--- config.mk ---
export PLATFORM = sky130hd
export DESIGN_NAME = hdmi_line_fetch_ctrl
export DESIGN_NICKNAME = d
export VERILOG_FILES = /design/src/rtl/hdmi_line_fetch_ctrl.sv
export SDC_FILE = /design/constraint.sdc
export NUM_CORES = 1
export LEC_CHECK = 0
export ABC_AREA = 1
export CAP_MARGIN = 20
export CORE_ASPECT_RATIO = 1.25
export CORE_MARGIN = 3
export CORE_UTILIZATION = 42
export DETAILED_ROUTE_END_ITERATION = 8
export PLACE_DENSITY = 0.7
export SYNTH_ARGS = -nofsm -noshare
export SYNTH_HDL_FRONTEND = slang
export SYNTH_SLANG_ARGS = --single-unit
--- constraint.sdc ---
create_clock -name clk -period 5.77 [get_ports clk]
set_input_delay 0.8655 -clock clk [delete_from_list [all_inputs] [get_ports clk]]
set_output_delay 0.8655 -clock clk [all_outputs]
set_load 0.01 [all_outputs]
--- src/rtl/hdmi_line_fetch_ctrl.sv ---
// hdmi_line_fetch_ctrl: fetches one video line per transmitter request as a
// series of Avalon-MM burst reads from the front frame buffer, and manages
// front/back buffer swapping and the frame-ready flag.
// Optional feature macro: HDMI_FETCH_OVERRUN_DET_EN (adds the sticky overrun_o
// flag and a saturating dropped-request counter).
module hdmi_line_fetch_ctrl #(
  parameter int unsigned ADDR_WIDTH      = 32,
  parameter int unsigned WORDS_PER_LINE  = 1280,
  parameter int unsigned LINES           = 720,
  parameter int unsigned BURST_LEN       = 64,
  parameter int unsigned MAX_OUTSTANDING = 4,
  parameter logic [ADDR_WIDTH-1:0] FB0_BASE = 32'h0000_0000,
  parameter logic [ADDR_WIDTH-1:0] FB1_BASE = 32'h0040_0000
) (
  input  logic                  clk,
  input  logic                  reset,
  input  logic                  enable_i,
  input  logic                  line_request_i,
  input  logic                  wr_frame_done_i,
  output logic                  wr_buffer_sel_o,
  output logic                  frame_buffer_ready_o,
  output logic                  line_busy_o,
  output logic                  line_done_o,
  output logic [ADDR_WIDTH-1:0] avm_address_o,
  output logic                  avm_read_o,
  output logic [7:0]            avm_burstcount_o,
  input  logic                  avm_waitrequest_i,
  input  logic                  avm_readdatavalid_i
`ifdef HDMI_FETCH_OVERRUN_DET_EN
  ,
  output logic                  overrun_o
`endif
);

  localparam int unsigned BURSTS = WORDS_PER_LINE / BURST_LEN;
  localparam int unsigned BIDX_W = (BURSTS > 1) ? $clog2(BURSTS) : 1;
  localparam int unsigned LINE_W = (LINES > 1) ? $clog2(LINES) : 1;
  localparam int unsigned OUT_W  = $clog2(MAX_OUTSTANDING + 1);
  localparam int unsigned BEAT_W = (BURST_LEN > 1) ? $clog2(BURST_LEN) : 1;
  localparam int unsigned RET_W  = $clog2(WORDS_PER_LINE + 1);

  typedef enum logic [1:0] {
    IDLE  = 2'd0,
    ISSUE = 2'd1,
    DRAIN = 2'd2
  } state_e;

  state_e                state_q, state_d;
  logic                  front_q, front_d;
  logic                  wr_sel_q, wr_sel_d;
  logic                  swap_pend_q, swap_pend_d;
  logic                  ready_q, ready_d;
  logic                  busy_q, busy_d;
  logic                  done_q, done_d;
  logic                  read_q, read_d;
  logic [ADDR_WIDTH-1:0] addr_q, addr_d;
  logic [LINE_W-1:0]     line_cnt_q, line_cnt_d;
  logic [BIDX_W-1:0]     burst_idx_q, burst_idx_d;
  logic [OUT_W-1:0]      outstanding_q, outstanding_d;
  logic [BEAT_W-1:0]     beat_cnt_q, beat_cnt_d;
  logic [RET_W-1:0]      ret_cnt_q, ret_cnt_d;
  logic                  accept;
  logic                  burst_done;
  logic [ADDR_WIDTH-1:0] word_off;
`ifdef HDMI_FETCH_OVERRUN_DET_EN
  logic                  overrun_q, overrun_d;
  logic [15:0]           drop_cnt_q, drop_cnt_d;
`endif

  // Next-state logic: fetch sequencing, return counting, buffer swap
  always_comb begin
    state_d       = state_q;
    front_d       = front_q;
    swap_pend_d   = swap_pend_q | wr_frame_done_i;
    ready_d       = ready_q;
    busy_d        = busy_q;
    done_d        = 1'b0;
    read_d        = read_q;
    addr_d        = addr_q;
    line_cnt_d    = line_cnt_q;
    burst_idx_d   = burst_idx_q;
    outstanding_d = outstanding_q;
    beat_cnt_d    = beat_cnt_q;
    ret_cnt_d     = ret_cnt_q + RET_W'(avm_readdatavalid_i);
    word_off      = '0;
`ifdef HDMI_FETCH_OVERRUN_DET_EN
    overrun_d     = overrun_q;
    drop_cnt_d    = drop_cnt_q;
`endif

    accept     = read_q & ~avm_waitrequest_i;
    burst_done = avm_readdatavalid_i & (beat_cnt_q == BEAT_W'(BURST_LEN - 1));

    if (avm_readdatavalid_i) begin
      beat_cnt_d = burst_done ? '0 : beat_cnt_q + BEAT_W'(1);
    end

    // Simultaneous issue and completion cancel out
    if (accept && !burst_done) begin
      outstanding_d = outstanding_q + OUT_W'(1);
    end else if (!accept && burst_done) begin
      outstanding_d = outstanding_q - OUT_W'(1);
    end

    unique case (state_q)
      IDLE: begin
        if (!enable_i) begin
          line_cnt_d = '0;
        end else if (line_request_i) begin
          // Swap only at a frame boundary so a frame is never torn
          if ((line_cnt_q == '0) && (swap_pend_q || wr_frame_done_i)) begin
            front_d     = ~front_q;
            swap_pend_d = 1'b0;
            ready_d     = 1'b1;
          end
          burst_idx_d = '0;
          ret_cnt_d   = '0;
          busy_d      = 1'b1;
          read_d      = (outstanding_d < OUT_W'(MAX_OUTSTANDING));
          state_d     = ISSUE;
        end
      end
      ISSUE: begin
        if (accept && (burst_idx_q == BIDX_W'(BURSTS - 1))) begin
          read_d  = 1'b0;
          state_d = DRAIN;
        end else begin
          if (accept) begin
            burst_idx_d = burst_idx_q + BIDX_W'(1);
          end
          read_d = (outstanding_d < OUT_W'(MAX_OUTSTANDING));
        end
      end
      DRAIN: begin
        if (ret_cnt_d == RET_W'(WORDS_PER_LINE)) begin
          done_d     = 1'b1;
          busy_d     = 1'b0;
          line_cnt_d = (line_cnt_q == LINE_W'(LINES - 1)) ? '0 : line_cnt_q + LINE_W'(1);
          state_d    = IDLE;
        end
      end
      default: state_d = IDLE;
    endcase

    // Address only moves while issuing, so it is stable under waitrequest
    if (state_d == ISSUE) begin
      word_off = ADDR_WIDTH'(line_cnt_d) * ADDR_WIDTH'(WORDS_PER_LINE)
               + ADDR_WIDTH'(burst_idx_d) * ADDR_WIDTH'(BURST_LEN);
      addr_d   = (front_d ? FB1_BASE : FB0_BASE) + (word_off << 2);
    end

    wr_sel_d = ~front_d;

`ifdef HDMI_FETCH_OVERRUN_DET_EN
    if (line_request_i && (state_q != IDLE)) begin
      overrun_d = 1'b1;
      if (drop_cnt_q != 16'hFFFF) begin
        drop_cnt_d = drop_cnt_q + 16'd1;
      end
    end
`endif
  end

  // State and output registers
  always_ff @(posedge clk or posedge reset) begin
    if (reset) begin
      state_q       <= IDLE;
      front_q       <= 1'b0;
      wr_sel_q      <= 1'b1;
      swap_pend_q   <= 1'b0;
      ready_q       <= 1'b0;
      busy_q        <= 1'b0;
      done_q        <= 1'b0;
      read_q        <= 1'b0;
      addr_q        <= '0;
      line_cnt_q    <= '0;
      burst_idx_q   <= '0;
      outstanding_q <= '0;
      beat_cnt_q    <= '0;
      ret_cnt_q     <= '0;
    end else begin
      state_q       <= state_d;
      front_q       <= front_d;
      wr_sel_q      <= wr_sel_d;
      swap_pend_q   <= swap_pend_d;
      ready_q       <= ready_d;
      busy_q        <= busy_d;
      done_q        <= done_d;
      read_q        <= read_d;
      addr_q        <= addr_d;
      line_cnt_q    <= line_cnt_d;
      burst_idx_q   <= burst_idx_d;
      outstanding_q <= outstanding_d;
      beat_cnt_q    <= beat_cnt_d;
      ret_cnt_q     <= ret_cnt_d;
    end
  end

`ifdef HDMI_FETCH_OVERRUN_DET_EN
  // Sticky overrun flag and dropped-request debug counter
  always_ff @(posedge clk or posedge reset) begin
    if (reset) begin
      overrun_q  <= 1'b0;
      drop_cnt_q <= '0;
    end else begin
      overrun_q  <= overrun_d;
      drop_cnt_q <= drop_cnt_d;
    end
  end

  assign overrun_o = overrun_q;
`endif

  assign wr_buffer_sel_o      = wr_sel_q;
  assign frame_buffer_ready_o = ready_q;
  assign line_busy_o          = busy_q;
  assign line_done_o          = done_q;
  assign avm_address_o        = addr_q;
  assign avm_read_o           = read_q;
  assign avm_burstcount_o     = 8'(BURST_LEN);

endmodule

### After elaboration in Yosys (flattened, before gate mapping)

Cells that the tools add are included.

* flip-flop bits (word level): 76
* bits in latches: 0
* bits in writable memories: 0
* ROM bits: 0
* input port bits: 7
* output and inout bits: 45
* logic and storage cells: 93
* memories: 0

* add/subtract/negate cells: 8
* multipliers: 1
* div/mod/pow operators: 0
* $lt $le $gt $ge: 1
* equality and inequality tests: 10
* shift-type cells: 0
* muxes and demuxes: 39
* bitwise operators: 6
* reductions and logical operators: 14

Operators with widths (count)
* 11-bit two-way mux: 3
* 10-bit two-way mux: 3
* 23-bit by 24-bit adder with 25-bit output: 1
* 23-bit two-way mux: 1
* 21-bit by 11-bit adder with 22-bit output: 1
* 5-bit two-way mux: 4
* 10-bit case mux with 2 select lines: 1
* 1-bit two-way mux: 16
* 10-bit by 3-bit multiplier with 13-bit output (second input constant): 1
* 11-bit by 1-bit adder with 11-bit output: 1
* 11-bit equality test (second input constant): 1
* 10-bit by 1-bit adder with 10-bit output (second input constant): 1
* 10-bit equality test (second input constant): 1
* 10-bit logical NOT: 1
* 5-bit case mux with 2 select lines: 1
* 2-bit two-way mux: 4
* 4-bit AND reduction: 2
* 6-bit by 1-bit adder with 6-bit output (second input constant): 1
* 6-bit equality test (second input constant): 1
* 3-bit two-way mux: 2
* 6-bit two-way mux: 1
* 2-bit inequality test (second input constant): 3
* 2-bit case mux with 3 select lines: 1
* 5-bit by 1-bit adder with 5-bit output (second input constant): 1
* other kinds (16): 26

### Longest topological paths before layout

Gate-level depths: netlist of run 1.

* depth in word-level cells: 10
* gate-level depth with buffers: 31
* mapped depth without buffers: 31

### Worst setup path after synthesis of run 1

OpenSTA, ideal clock, no wires.

* path kind: input to register
* start point: input avm_readdatavalid_i
* end point: register addr_q[23], in the netlist avm_address_o[23]
* setup time: 117 ps
* data arrival time: 4641 ps
* data required time: 5653 ps
* setup slack: 1013 ps
* stages: 28
* buffers on the path: 0
* cells stage by stage: ha_1 -> ha_1 -> nor2_1 -> nand2_1 -> nor2_2 -> nand2_2 -> nor2_4 -> nand3_4 -> nand2_4 -> nand2_4 -> nand2_1 -> o21a_1 -> inv_1 -> ha_1 -> ha_1 -> inv_1 -> fa_1 -> o31ai_1 -> xnor2_1 -> nor3_1 -> nand3_1 -> nor2_1 -> nand3_1 -> nand2_1 -> ha_1 -> ha_1 -> nand2_1 -> nand2_1

* longest elaborated chain between the ends: 7
* elaborated cells between the ends (all ways): 10
* those cells by class: add/sub: 3; mul: 1; eq/ne: 2; mux: 4

Ends and longest elaborated chain
* start, declared: line 28 `input logic avm_readdatavalid_i`
* 11-bit by 1-bit adder with 11-bit output: line 84 `ret_cnt_d = ret_cnt_q + RET_W'(avm_readdatavalid_i);`
* 11-bit equality test: line 135 `if (ret_cnt_d == RET_W'(WORDS_PER_LINE)) begin`
* 10-bit two-way mux: line 135
* 10-bit case mux with 2 select lines: line 105 `unique case (state_q)`
* via line_cnt_d[1]: line 57 `logic [LINE_W-1:0] line_cnt_q, line_cnt_d;`
* 10-bit by 3-bit multiplier with 13-bit output: line 147 `word_off = ADDR_WIDTH'(line_cnt_d) * ADDR_WIDTH'(WORDS_PER_LINE)`
* 21-bit by 11-bit adder with 22-bit output: line 148 `+ ADDR_WIDTH'(burst_idx_d) * ADDR_WIDTH'(BURST_LEN);`
* 23-bit by 24-bit adder with 25-bit output: line 149 `addr_d = (front_d ? FB1_BASE : FB0_BASE) + (word_off << 2);`
* end signal, assigned: line 190 `addr_q <= addr_d;`
* end, declared: line 56 `logic [ADDR_WIDTH-1:0] addr_q, addr_d;`

The timed path passes the listed nets, and every way through them passes these cells.
A chain may end at the register's enable or synchronous reset.

### Worst setup path after layout of run 1

Ends and elaborated chain as after synthesis.

==> impl_metrics.csv, run 1 <==
group,metric,value,unit
power_and_ir_drop,p_leak,2.292,nW
final_layout,nNetsFinal,591,
clocking,post_cts_buffers,0,
setup_path,worstRegToRegCells,28,
final_layout,syn_to_final_growth,16.50,%
setup_path,r2r_slack,1.12,ns
hold_path,whs_path_depth,1,
outcome,status,"completed",
route,via_count,3338,
floorplanning,die-area,10920,sq um
global_routing,grt_pass1_wl,14720,um
floorplanning,die_h,116.1,um
clocking,cts_tree,"yes",
setup_path,slowest_delay,0.48,ns
setup_path,start_kind,"input port",
floorplanning,start_util,0.4393,
setup_path,cp_max_fo,7,
floorplanning,die_w,94.08,um
setup_path,crit_buf_inv,3,
setup_path,critPathCaptureType,"register",
power_and_ir_drop,p_seq_frac,0.382,
global_routing,grt_max_degree,62,
place,dp_hpwl,6598,um
hold_path,hp-class,"reg -> reg",
clocking,cts_hold_buf,0,
route,drc,0,
yosys,syn_inst,512,
timing,max_freq,187.3,MHz
floorplanning,top_level_ports,52,
route,routedWlPerCell,12.58,um
timing,rsz0062_at_grt,"false",
clocking,clock-sinks,61,
setup_path,rr_startpoint,"ret_cnt_q[0]$_DFF_PP0_",
timing,period_needed,5.339,ns
power_and_ir_drop,internal-power,0.001057,W
floorplanning,core,9271,sq um
power_and_ir_drop,clkPwrFrac,0.329,
clocking,clockRootBuffer,"clkbuf_16",
timing,maxSlewViolCount,0,
place,numPortBuffers,28,
hold_path,holdPathEnd,"wr_buffer_sel_o$_DFF_PP1_",
setup_path,cp.required,5.98,ns
timing,worst_slack,0.4314,ns
clocking,clock_latency,0.32,ns
timing,period_share,0.9252,
global_routing,grt-ovfl-total,0,
yosys,syn_area,4073,sq um
place,place.gp.congestion,0.9012,
yosys,synth_cell_types,39,
power_and_ir_drop,comb_power_share,0.290,
power_and_ir_drop,swShare,0.3439,
yosys,synth_seq_cells,61,
power_and_ir_drop,ir_worst_vdd,0.1782,mV
route,firstDrtPassIters,4,
setup_path,path_class,"in -> reg",
timing,tightest_slew,0.7856,ns
clocking,cts.htree.levels,3,
clocking,clk_path_buf_depth,2,
yosys,yosysWarnings,0,
global_routing,antenna_found_initial,0,
global_routing,track_usage,0.1670,
job,drv_cap,0,
setup_path,crit_family,"adder cells",
route,drt_iter0_markers,200,
place,place_ws,-0.02184,ns
setup_path,cp_slowest_cell,"clkdlybuf4s50_1",
hold_path,holdCritStartpoint,"front_q$_DFF_PP0_",
final_layout,diodes,0,
power_and_ir_drop,power_density,339.6,nW/um^2
setup_path,cp_common_cell,"nand2_1",
timing,timing.slew.headroom,0.4763,
yosys,yosysSeqAreaShare,0.3751,
timing,hold_ws,0.4207,ns
timing,setup_violations,0,
yosys,syn_avg_cell_area,7.954,sq um
clocking,clk_pin_slew,0.06,ns
final_layout,nFillCells,890,
clocking,numCtsBuffers,9,
route,finalWirelength,8543,um
route,drt.antenna.violating_nets,0,
power_and_ir_drop,p_sw,0.0005542,W
route,detail_route.vias_per_cell,4.916,
timing,fin_skew,0.008325,ns
global_routing,grt_pass1_vias,3327,
setup_path,crit_arrival,5.55,ns
final_layout,drive_above_1_share,0.08993,
floorplanning,num_rows,39,
setup_path,r2r-end,"avm_address_o[23]$_DFFE_PP0N_",
timing,timing.final.hold_violations,0,
cell usage after synthesis, drive strengths merged:
library cell	count	area, sq um
nor2	46	205.2
dfstp	1	26.28
inv	78	292.8
o221ai	1	8.760
nand3	37	207.7
nand2	115	481.7
buf	25	185.2
xor2	12	105.1
conb	2	7.510
nor3b	1	12.51
nand4	12	90.09
o21bai	1	7.510
nor4	3	18.77
o31ai	1	7.510
o21a	2	15.01
nor3	7	40.04
nand3b	1	7.510
ha	31	387.9
a21o	1	7.510
o21ai	38	190.2
clkbuf	3	11.26
fa	2	40.04
a21oi	12	60.06
a31oi	1	6.260
o211ai	2	15.01
dfrtp	60	1501
o22ai	6	37.54
xnor2	11	96.34
routing by layer:
| layer | up-vias | GRT usage | wire, um |
|---|---|---|---|
| li1 | 1687 | - | - |
| met1 | 1560 | 0.2063 | 3769 |
| met2 | 75 | 0.2918 | 4301 |
| met3 | 16 | 0.03544 | 314 |
| met4 | 0 | 0.05299 | 156 |
| met5 | - | 0 | 0 |
power groups by stage:
stage	clock network (W)	logic, W	registers, W
finish	0.000529	0.000467	0.000615
detailed placement	0	0.000467	0.000622
floorplan	0	0.000322	0.000621
global route	0.000561	0.000547	0.000627
global placement	0	0.000452	0.000618
CTS	0.000541	0.000471	0.000615
worst register-to-register path, delay by kind of cell, from the launching register on:
family / cells / cell delay, ns
compound gates: 2 / 0.51
xor+xnor: 1 / 0.23
fa+ha+maj: 7 / 1.84
buf+inv: 2 / 0.15
flops: 1 / 0.36
simple gates: 16 / 1.45
placed cells by master (no fill, tap or decap), types with 12 or more instances in the layout:
master	instances
o21ai_0	36
clkdlybuf4s50_1	28
ha_1	31
xor2_1	12
conb_1	24
nand2_1	105
dfrtp_1	60
inv_1	76
nand3_1	34
nor2_1	39
logic make-up after synthesis:
| family | Yosys count | synth area share |
|---|---|---|
| AND/OR/NAND/NOR | 222 | 0.2611 |
| buffers and inverters | 106 | 0.1201 |
| AO/OA/AOI/OAI | 65 | 0.08725 |
| flip-flops | 61 | 0.3751 |
| adder cells (fa/ha/maj) | 33 | 0.1051 |
| XOR/XNOR | 23 | 0.04946 |
| other | 2 | 0.001844 |
sequential cells by signal, indices dropped and copies added (netlist names):
signal	flops
ret_cnt_q	11
front_q	1
avm_address_o	17
frame_buffer_ready_o	1
burst_idx_q	5
line_cnt_q	10
line_done_o	1
beat_cnt_q	6
line_busy_o	1
state_q	2
wr_buffer_sel_o	1
avm_read_o	1
swap_pend_q	1
outstanding_q	3
metrics by stage:
stage / instances / instance area, sq um / total power (W) / utilization / TNS (ns)
2_1_floorplan: 534 / 4155 / 0.0009435 / - / 0
3_3_place_gp: 663 / 4438 / 0.001069 / 0.4787 / 0
3_5_place_dp: 663 / 4438 / 0.001089 / 0.4787 / -0.02184
4_1_cts: 679 / 4737 / 0.001628 / 0.5109 / 0
5_1_grt: 679 / 4745 / 0.001735 / 0.5117 / 0
6_report: 679 / 4745 / 0.001611 / 0.5117 / 0
final cells by class:
type | count | area, sq um | area share
inverter | 78 | 292.8 | 0.06171
timing repair buffer | 34 | 325.3 | 0.06857
clock inverter | 7 | 73.82 | 0.01556
tap | 123 | 153.9 | 0.03244
multi-input combinational | 367 | 2146 | 0.4523
sequential | 61 | 1528 | 0.3220
clock buffer | 9 | 225.2 | 0.04747
timing repair:
item                       4_1_cts  5_1_grt
setup endpoints to repair        0        2
hold endpoints to repair         0        0
gates resized for setup          0        3
worst max path at each step:
stage                        start                            end  slack [ns]  depth (start not counted)
2_1_floorplan  avm_readdatavalid_i  avm_address_o[23]$_DFFE_PP0N_        1.01                         28
3_3_place_gp   avm_readdatavalid_i  avm_address_o[23]$_DFFE_PP0N_        0.04                         29
3_5_place_dp   avm_readdatavalid_i  avm_address_o[23]$_DFFE_PP0N_       -0.02                         30
4_1_cts        avm_readdatavalid_i  avm_address_o[23]$_DFFE_PP0N_        0.29                         30
5_1_grt        avm_readdatavalid_i  avm_address_o[23]$_DFFE_PP0N_       0.007                         29
6_report       avm_readdatavalid_i  avm_address_o[23]$_DFFE_PP0N_        0.43                         30
No activity file was read; power rests on OpenSTA's default activity.
==> run 2: changes to the inputs <==
Settings changed: CAP_MARGIN 20 to 0.
==> results of run 2 <==
No change in the layout: final DEF, timing and power equal those of run 1.
==> patch, RTL diff (flow settings as in run 1) <==
`addr_q` no longer has a reset.
--- a/src/rtl/hdmi_line_fetch_ctrl.sv
+++ b/src/rtl/hdmi_line_fetch_ctrl.sv
@@ -172,7 +172,6 @@
       busy_q        <= 1'b0;
       done_q        <= 1'b0;
       read_q        <= 1'b0;
-      addr_q        <= '0;
       line_cnt_q    <= '0;
       burst_idx_q   <= '0;
       outstanding_q <= '0;
@@ -187,13 +186,16 @@
       busy_q        <= busy_d;
       done_q        <= done_d;
       read_q        <= read_d;
-      addr_q        <= addr_d;
       line_cnt_q    <= line_cnt_d;
       burst_idx_q   <= burst_idx_d;
       outstanding_q <= outstanding_d;
       beat_cnt_q    <= beat_cnt_d;
       ret_cnt_q     <= ret_cnt_d;
     end
+  end
+
+  always_ff @(posedge clk) begin
+    addr_q <= addr_d;
   end
 
 `ifdef HDMI_FETCH_OVERRUN_DET_EN
Formal check against the unedited RTL: not equivalent (a bounded check fails within 4 cycles, from zero or initial values and one cycle with reset high).
==> patch against run 1 <==
Fmax is 1.5% higher. Area after synthesis is 0.22% higher. Worst hold slack better by 14 ps. Design area is 0.98% lower. Sequential cell count stayed put. Register-to-register slack better by 100 ps. Routed wire length is 3.5% lower. Worst setup slack better by 81 ps.
Power is not compared: it rests on default switching activity, and its combinational part moved more than twofold at a synthesized area within 25%.
==> patch: results (changes against run 1) <==
[sta]
drv_slew=0  ; unchanged
finClkSkew_ps=6.28  ; was 8.33 ps
max_slew_margin_pct=49.3  ; was 47.6%

[clock_network]
htreeDepth=3  ; unchanged
clk_path_buf_depth=2  ; unchanged
post_cts_buffers=0  ; unchanged
path_clk_slew_ps=50
clock_latency_ps=330
clockRootBuffer=clkbuf_16  ; unchanged
cts_resized=0  ; unchanged
cts_buffers=9  ; unchanged

[yosys]
synth_warnings=0  ; unchanged
ys_seq_area_share_pct=39.5  ; was 37.5%
synthTopCellsByCount=87 x nand2_1, 78 x inv_1, 44 x nand3_1  ; was 105 x nand2_1, 77 x inv_1, 60 x dfrtp_1
synth_edf_count=17  ; was 0
synth.top_cells.by_area=dfrtp_1 26%, edfxtp_1 13%, ha_1 9.5%, nand2_1 8.0%, inv_1 7.2%  ; was dfrtp_1 37%, nand2_1 9.7%, ha_1 9.5%, inv_1 7.1%, o21ai_0 4.5%
synth.distinct_cells=41  ; was 39
async_reset_ff_share_pct=72.1  ; was 100%

[drt]
drt_first_pass_iters=7  ; was 4
vias=3196  ; was 3338
dr.first_iter.drc_count=177  ; was 200
wirelength_microns=8240  ; was 8540 microns

[global_routing]
grt_max_degree=45  ; was 62
antenna_found_initial=0  ; unchanged
grt_pass1_wl_microns=14200  ; was 14700 microns
grt_usage_pct=16.4  ; was 16.7%

[power_and_ir_drop]
p_leak_nw=2.38
ir_drop_uv=123

[die]
fp.dieArea_sq_um=10900  ; about the same

[placed_design]
dp_hpwl_microns=6400  ; was 6600 microns
post_dp_cell_area_sq_um=4440  ; about the same
port_buffers=28  ; unchanged
gp_congestion=0.901  ; about the same

[critical_path]
crit_fanout=5  ; was 7
critPathTopFamily=simple AND/OR/NAND/NOR gates  ; was adder cells
crit_slowest_cell=clkdlybuf4s50_1  ; unchanged
cp_slowest_stage_delay_ps=490

[status]
status=finished clean  ; unchanged

[hold_path]
hold_class=reg2reg  ; unchanged

[final_layout]
drive_above_1_share_pct=8.70  ; was 8.99%
fillers=879  ; was 890
final_nets=565  ; was 591
diodes=0  ; unchanged
largest_reg_flops=17  ; unchanged

## patch: kinds of logic (layout without fill, tap and decap cells)
| family | count (synthesis) | after routing | synth area share (%) |
|---|---|---|---|
| flops | 61 | 61 | 39.5 |
| fa+ha+maj | 33 | 33 | 10.5 |
| other cells | 2 | 24 | 0.184 |
| compound gates | 42 | 42 | 5.76 |
| xor+xnor | 20 | 20 | 4.29 |
| buf+inv | 107 | 127 | 12.1 |
| simple gates | 222 | 222 | 27.7 |
## patch: final timing paths
path                                     startpoint                 to  slack, ps  depth (start not counted)
worst max-delay path            avm_readdatavalid_i  avm_address_o[22]        510                         26
worst min-delay path                        front_q    wr_buffer_sel_o        430                          1
worst max register to register         ret_cnt_q[0]  avm_address_o[22]       1220                         24
worst min register to register              front_q    wr_buffer_sel_o        430                          1
max in group asynchronous                     reset      line_cnt_q[1]       4380                          3
min in group asynchronous                     reset       ret_cnt_q[3]        990                          3
## patch: power breakdown
group	total, mW	switching (mW)	leakage, nW	internal (mW)
clock	0.472	0.175	0.132	0.297
combinational	0.164	0.104	1.54	0.0601
sequential	0.529	0.0399	0.707	0.489
## patch: cell type report
cell class | instances | share of cell area, %
multi-input combinational | 341 | 43.8
inverter | 81 | 6.58
sequential | 61 | 34.3
clock inverter | 3 | 0.320
clock buffer | 12 | 5.25
tap | 123 | 3.28
timing repair buffer | 31 | 6.44
## patch: routing by layer
metal  GRT usage (%)  vias up  wire (microns)
li1                -     1597               -
met1            18.3     1512            3310
met2            29.6       73            4420
met3            4.12       14             336
met4            7.03        0             178
met5               0        -               0
## patch: stage by stage
step           instances  worst slack [ps]  util [%]
2_1_floorplan        509              1090         -
3_3_place_gp         637               299      47.6
3_5_place_dp         637               169      47.6
4_1_cts              652               527      50.4
5_1_grt              652               152      50.4
6_report             652               512      50.4
